## src/rtl/dvl_pkg.sv

```systemverilog
// Shared DVL types. h_bridge_state_t is the command bus from the ping sequencer to the h_bridge.
package dvl_pkg;

  typedef enum logic [1:0] {
    OFF  = 2'b00,  // all switches open
    OSCL = 2'b01   // drive the transducer burst
  } h_bridge_state_t;

endpackage

```

## src/rtl/ping_sequencer.sv

```systemverilog
// Sonar ping sequencer: TX/RX switch settle, burst, ring-down blanking, receive settle, capture window.
// Optional burst watchdog clamp and sticky fault flag enabled with `define PING_SEQ_WATCHDOG_EN.
module ping_sequencer
  import dvl_pkg::*;
#(
  parameter int unsigned LEN_W            = 16,
  parameter int unsigned PERIOD_W         = 24,
  parameter int unsigned SWITCH_CYCLES    = 48,
  parameter int unsigned MAX_BURST_CYCLES = 4800
) (
  input  logic                clk,
  input  logic                rst,
  input  logic                start,
  input  logic                abort,
  input  logic                cont,
  input  logic [LEN_W-1:0]    burst_len,
  input  logic [LEN_W-1:0]    guard_len,
  input  logic [LEN_W-1:0]    listen_len,
  input  logic [PERIOD_W-1:0] period_len,
  output h_bridge_state_t     hstate,
  output logic                txrx,
  output logic                capture_en,
  output logic                busy,
  output logic                ping_done,
  output logic [15:0]         ping_count,
  output logic                fault
);

  typedef enum logic [2:0] {
    StIdle, StTxSetup, StBurst, StRingdown, StRxSettle, StListen, StHoldoff
  } state_e;

  localparam logic [LEN_W-1:0] SwitchLoad = LEN_W'(SWITCH_CYCLES - 1);

  state_e              state_q, state_d;
  logic [LEN_W-1:0]    phase_q, phase_d;
  logic [PERIOD_W-1:0] period_cnt_q;
  logic [LEN_W-1:0]    burst_q, guard_q, listen_q;
  logic [PERIOD_W-1:0] period_len_q;
  logic [LEN_W-1:0]    burst_eff;
  logic                enter_tx;
  logic                period_done;

  h_bridge_state_t hstate_d;
  logic            txrx_d, capture_en_d, busy_d, ping_done_d;

  // Zero-length burst still produces one oscillation cycle.
`ifdef PING_SEQ_WATCHDOG_EN
  localparam logic [LEN_W-1:0] MaxBurst = LEN_W'(MAX_BURST_CYCLES);
  logic burst_clamp, clamp_q, fault_q;

  always_comb begin
    burst_eff   = (burst_len == '0) ? LEN_W'(1) : burst_len;
    burst_clamp = 1'b0;
    if (burst_eff > MaxBurst) begin
      burst_eff   = MaxBurst;
      burst_clamp = 1'b1;
    end
  end
`else
  always_comb begin
    burst_eff = (burst_len == '0) ? LEN_W'(1) : burst_len;
  end
`endif

  assign enter_tx = (state_d == StTxSetup) && (state_q != StTxSetup);

  // Widened compare so period_len=0 behaves like period_len=1.
  assign period_done = ({1'b0, period_cnt_q} + (PERIOD_W+1)'(1)) >= {1'b0, period_len_q};

  always_ff @(posedge clk or negedge rst) begin
    if (!rst) begin
      state_q <= StIdle;
      phase_q <= '0;
    end else begin
      state_q <= state_d;
      phase_q <= phase_d;
    end
  end

  always_comb begin
    state_d = state_q;
    phase_d = phase_q;
    case (state_q)
      StIdle: begin
        if (start) begin
          state_d = StTxSetup;
          phase_d = SwitchLoad;
        end
      end
      StTxSetup: begin
        if (phase_q == '0) begin
          state_d = StBurst;
          phase_d = burst_q - LEN_W'(1);
        end else begin
          phase_d = phase_q - LEN_W'(1);
        end
      end
      StBurst: begin
        if (phase_q == '0) begin
          if (guard_q != '0) begin
            state_d = StRingdown;
            phase_d = guard_q - LEN_W'(1);
          end else begin
            state_d = StRxSettle;
            phase_d = SwitchLoad;
          end
        end else begin
          phase_d = phase_q - LEN_W'(1);
        end
      end
      StRingdown: begin
        if (phase_q == '0) begin
          state_d = StRxSettle;
          phase_d = SwitchLoad;
        end else begin
          phase_d = phase_q - LEN_W'(1);
        end
      end
      StRxSettle: begin
        if (phase_q == '0) begin
          if (listen_q != '0) begin
            state_d = StListen;
            phase_d = listen_q - LEN_W'(1);
          end else begin
            state_d = StHoldoff;
            phase_d = '0;
          end
        end else begin
          phase_d = phase_q - LEN_W'(1);
        end
      end
      StListen: begin
        if (phase_q == '0) begin
          state_d = StHoldoff;
        end else begin
          phase_d = phase_q - LEN_W'(1);
        end
      end
      StHoldoff: begin
        if (period_done) begin
          state_d = cont ? StTxSetup : StIdle;
          phase_d = cont ? SwitchLoad : '0;
        end
      end
      default: begin
        state_d = StIdle;
        phase_d = '0;
      end
    endcase
    if (abort) begin
      state_d = StIdle;
      phase_d = '0;
    end
  end

  // Config shadow and period counter; both restart on every TX_SETUP entry.
  always_ff @(posedge clk or negedge rst) begin
    if (!rst) begin
      burst_q      <= '0;
      guard_q      <= '0;
      listen_q     <= '0;
      period_len_q <= '0;
      period_cnt_q <= '0;
    end else if (enter_tx) begin
      burst_q      <= burst_eff;
      guard_q      <= guard_len;
      listen_q     <= listen_len;
      period_len_q <= period_len;
      period_cnt_q <= '0;
    end else if (state_q != StIdle && period_cnt_q != '1) begin
      period_cnt_q <= period_cnt_q + PERIOD_W'(1);
    end
  end

  always_comb begin
    hstate_d     = OFF;
    txrx_d       = 1'b0;
    capture_en_d = 1'b0;
    busy_d       = (state_d != StIdle);
    ping_done_d  = (state_d == StHoldoff) && (state_q != StHoldoff);
    case (state_d)
      StTxSetup, StRingdown: txrx_d = 1'b1;
      StBurst: begin
        txrx_d   = 1'b1;
        hstate_d = OSCL;
      end
      StListen: capture_en_d = 1'b1;
      default: ;
    endcase
  end

  always_ff @(posedge clk or negedge rst) begin
    if (!rst) begin
      hstate     <= OFF;
      txrx       <= 1'b0;
      capture_en <= 1'b0;
      busy       <= 1'b0;
      ping_done  <= 1'b0;
      ping_count <= '0;
    end else begin
      hstate     <= hstate_d;
      txrx       <= txrx_d;
      capture_en <= capture_en_d;
      busy       <= busy_d;
      ping_done  <= ping_done_d;
      if (ping_done_d) ping_count <= ping_count + 16'd1;
    end
  end

`ifdef PING_SEQ_WATCHDOG_EN
  always_ff @(posedge clk or negedge rst) begin
    if (!rst) begin
      clamp_q <= 1'b0;
      fault_q <= 1'b0;
    end else begin
      if (enter_tx) clamp_q <= burst_clamp;
      if (state_d == StBurst && state_q != StBurst && clamp_q) fault_q <= 1'b1;
    end
  end
  assign fault = fault_q;
`else
  assign fault = 1'b0;
`endif

`ifndef SYNTHESIS
  // Never drive the bridge on the receiver, never capture while on the driver.
  assert property (@(posedge clk) disable iff (!rst)
    (hstate != OSCL || txrx) && (!capture_en || !txrx));
`endif

endmodule
```

## config.mk

```make
export PLATFORM = sky130hd
export DESIGN_NAME = ping_sequencer
export DESIGN_NICKNAME = d
export VERILOG_FILES = /design/src/rtl/dvl_pkg.sv /design/src/rtl/ping_sequencer.sv
export SDC_FILE = /design/constraint.sdc
export NUM_CORES = 1
export LEC_CHECK = 0
export CORE_MARGIN = 5
export CORE_UTILIZATION = 55
export CTS_CLUSTER_SIZE = 14
export DETAILED_ROUTE_END_ITERATION = 12
export GPL_TIMING_DRIVEN = 0
export PLACE_DENSITY_LB_ADDON = 0.2
export SYNTH_ARGS = -nofsm -noshare
export SYNTH_HDL_FRONTEND = slang
export SYNTH_SLANG_ARGS = --single-unit
```

## constraint.sdc

```tcl
create_clock -name clk -period 10.8 [get_ports clk]
set_clock_uncertainty 0.15 [all_clocks]
set_input_delay 2.16 -clock clk [delete_from_list [all_inputs] [get_ports clk]]
set_output_delay 2.16 -clock clk [all_outputs]
set_load 0.01 [all_outputs]
```

==> flow_summary.json <==
{
  "io_pins": 100,
  "slew_violations": 0,
  "crit_type": "reg -> reg",
  "synth_top_family_by_area": "simple AND/OR/NAND/NOR gates",
  "hpwl_mm": 16.5,
  "vias": 7427,
  "ctsHoldBuffers": 0,
  "max_stage_delay_ns": 0.54,
  "period_share_pct": 49.0,
  "layout-drive-gt1-share_pct": 6.33,
  "synth_area_um2": 8310,
  "clockBufferDepth": 2,
  "dieHeight_um": 133,
  "yosysWarnings": 0,
  "crit_required_ns": 11.02,
  "ctsRootBufferMaster": "clkbuf_16",
  "overflow": 0,
  "max-cap-violations": 0,
  "postSynthAreaPerCell_um2": 8.40,
  "r2r-end": "period_len_q[0]$_DFFE_PN0P_",
  "arrival_ns": 5.52,
  "n_antenna_cell": 0,
  "antenna_found_initial": 0,
  "status": "finished clean",
  "period_needed_ns": 5.30,
  "postSynthCellCount": 990,
  "timing.fmax_ghz": 0.189,
  "synth_compound_area_share_pct": 12.4,
  "end_kind": "flip-flop",
  "start_util_pct": 55.3,
  "die-area_um2": 17700,
  "area_growth_syn_to_layout_pct": 21.8,
  "rrSetupSlack_ns": 5.50,
  "routed_wirelength_mm": 21.9,
  "cp_slowest_cell": "a211oi_2",
  "synthXorXnorAreaFrac_pct": 10.6,
  "worstHoldPathCells": 1,
  "viasPerCell": 5.67,
  "grt_pass1_wl_mm": 36.3,
  "drtPass1Iterations": 5,
  "worst_pin_slew_ns": 1.08,
  "hold_class": "reg -> reg",
  "hold_start": "ping_count[14]$_DFFE_PN0P_",
  "ys.flop_type": "dfrtp_1",
  "hold_ws_ns": 0.344,
  "cts.clk_slew.worst_paths_ns": 0.06,
  "ant_nets": 0,
  "wire_per_inst_um": 16.7,
  "fin_nets": 1215,
  "synth-seq-area-share_pct": 40.9,
  "path_delay_family": "simple AND/OR/NAND/NOR gates",
  "relSlewSlack_pct": 27.7,
  "cts_buffers": 17,
  "cts_max_level": 4,
  "setup-tns-final_ns": 0,
  "rows": 45,
  "ctsResizeCount": 0,
  "peakVddDrop_uv": 169,
  "gp_congestion": 0.933,
  "path_buf_inv": 2,
  "drc": 0,
  "worst_path_most_repeated_cell": "nand2_1",
  "p_leak_nw": 4.61,
  "r2r_start": "period_cnt_q[0]$_DFFE_PN0P_",
  "rsz0062_at_grt": "no",
  "startpoint_type": "flip-flop",
  "cp_cell_sequence": "ha_1, nand2_1, nor3_1, nand3_1, nor2_1, nand3_1, nor2_1, xor2_1, ha_1, nand4_1, nor4_1, nand2_1, o21ai_1, o211ai_1, a211oi_2, buf_2, buf_2, nand2_1, nand2_1",
  "ys_types": 74,
  "cts_setup_buffers": 0,
  "synthArstFlopShare_pct": 100,
  "fp.coreArea_um2": 15000,
  "grt_max_degree": 93,
  "numPortBuffers": 97,
  "p_per_area_nw_per_um2": 245,
  "hold_end": "ping_count[14]$_DFFE_PN0P_",
  "grt_util_all_layers_pct": 25.6,
  "reg2reg_depth": 19,
  "cts.sinks": 136,
  "yosys_register_bits": 136,
  "grt_pass1_vias": 7158,
  "multi_input_area_um2": 4580,
  "drt_iter0_drc": 649,
  "synthAdderAreaFrac_pct": 4.52,
  "nFillCells": 1261,
  "path_max_fanout": 10,
  "die_x_um": 133,
  "clock_latency_ns": 0.43,
  "finalHoldViolCount": 0,
  "synthSimpleGateAreaFrac_pct": 27.3,
  "synth_mux_area_share_pct": 0.120,
  "seq_area_um2": 3400,
  "setup_viol": 0,
  "cts_tree": "built",
  "synth_edf_count": 0
}
[worst reg2reg max path, cell delays in order (launching register included)]
cell	delay [ns]
dfrtp_1	0.41
ha_1	0.25
nand2_1	0.09
nor3_1	0.36
nand3_1	0.24
nor2_1	0.34
nand3_1	0.21
nor2_1	0.15
xor2_1	0.10
ha_1	0.31
nand4_1	0.18
nor4_1	0.38
nand2_1	0.09
o21ai_1	0.36
o211ai_1	0.23
a211oi_2	0.54
buf_2	0.35
buf_2	0.32
nand2_1	0.11
nand2_1	0.07
[per-layer routing]
layer | global-route usage (%) | vias up | share of wire [%] | wire length (um)
met5 | 0 | - | 0 | 0
li1 | - | 3638 | - | -
met2 | 38.6 | 250 | 44 | 9740
met4 | 5.60 | 0 | 1.2 | 258
met1 | 37.3 | 3519 | 47 | 10400
met3 | 6.39 | 20 | 6.9 | 1510
[registers in the layout, indices dropped and copies added (netlist names), 3 cells and up]
register      cells
period_len_q     24
state_q           3
ping_count       16
period_cnt_q     24
phase_q          16
burst_q          16
listen_q         16
guard_q          16
[power by group]
| part | switching (mW) | internal, mW | total (mW) |
|---|---|---|---|
| clock network | 0.224 | 0.345 | 0.569 |
| registers | 0.163 | 0.669 | 0.833 |
| logic | 0.655 | 0.422 | 1.08 |
| total | 1.04 | 1.44 | 2.48 |
[cell families (layout without fill, tap and decap cells)]
family,after synthesis,after routing
fa+ha+maj,30,30
compound gates,159,159
buf+inv,74,204
mux,1,1
xor+xnor,101,101
simple gates,488,488
other cells,1,2
flops,136,136
[metrics by stage]
stage / utilization (%) / instance area [um^2] / std cells / setup WS, ns / total power, mW
after CTS: 67.3 / 10100 / 1309 / 5.50 / 2.47
after global placement: 63.3 / 9520 / 1276 / 2.00 / 1.87
after floorplan: - / 8320 / 991 / 6.61 / 1.56
after detailed placement: 63.5 / 9550 / 1277 / 5.57 / 1.89
after global routing: 67.3 / 10100 / 1309 / 4.96 / 2.65
final: 67.3 / 10100 / 1309 / 5.50 / 2.48
[worst max path at each step]
| stage | from | to | slack (ns) | cells past startpoint |
|---|---|---|---|---|
| detailed placement | period_cnt_q[0]$_DFFE_PN0P_ | period_len_q[0]$_DFFE_PN0P_ | 5.57 | 19 |
| global placement | rst | listen_q[10]$_DFFE_PN0P_ | 2.00 | 1 |
| floorplan | period_cnt_q[0]$_DFFE_PN0P_ | phase_q[12]$_DFFE_PN0P_ | 6.61 | 19 |
| CTS | period_cnt_q[0]$_DFFE_PN0P_ | period_len_q[0]$_DFFE_PN0P_ | 5.50 | 19 |
| finish | period_cnt_q[0]$_DFFE_PN0P_ | period_len_q[0]$_DFFE_PN0P_ | 5.50 | 19 |
| global route | period_cnt_q[0]$_DFFE_PN0P_ | period_len_q[0]$_DFFE_PN0P_ | 4.96 | 19 |
[Yosys cell counts, types with 6 or more instances]
cell type	count	area share, %
a211oi_1	6	0.54
a21oi_1	31	1.9
and3_1	9	0.68
buf_2	10	0.60
clkbuf_1	21	0.95
dfrtp_1	136	41
ha_1	30	4.5
inv_1	36	1.6
nand2_1	230	10
nand2b_1	7	0.53
nand3_1	28	1.7
nand4_1	15	1.1
nor2_1	92	4.2
nor3_1	33	2.0
nor4_1	19	1.4
o21ai_0	36	2.2
o21ai_1	27	1.6
o22ai_1	10	0.75
or3_1	11	0.83
or4_1	6	0.54
xnor2_1	45	4.7
xor2_1	56	5.9
[cell type report]
class / instances / share of cell area (%)
Multi-Input combinational cell: 781 / 45.2
Timing Repair Buffer: 98 / 9.87
Sequential cell: 136 / 33.6
Buffer: 38 / 1.98
Clock inverter: 11 / 1.22
Tap cell: 188 / 2.32
Inverter: 36 / 1.33
Clock buffer: 21 / 4.45
[cell usage in the layout (no fill, tap or decap), types with 3 or more instances in the layout]
master,netlist,layout
a21oi_1,31,31
o22ai_1,10,10
or4_1,6,6
clkbuf_16,0,17
dfrtp_1,136,136
xor2_1,56,56
clkbuf_1,21,24
o21ai_0,36,36
or2_2,4,4
nor3b_1,4,4
ha_1,30,30
nand2b_1,7,7
nor4_1,19,19
or3_1,11,11
nand4_1,15,15
o21ai_1,27,27
o211ai_1,4,4
nand2_1,230,230
a211oi_1,6,6
nand3_1,28,28
and3_1,9,9
clkinv_2,0,3
clkinvlp_4,0,3
nor3_1,33,33
buf_6,5,6
nor2b_1,5,5
buf_2,10,10
a32o_1,5,5
clkdlybuf4s50_1,0,96
nor2_1,92,92
a211o_1,3,3
inv_1,36,36
o21a_1,3,3
or4_4,3,3
xnor2_1,45,45
o221ai_1,3,3
a31oi_1,5,5
and2_1,3,3
Note: power is estimated with default switching activity, not from simulation.
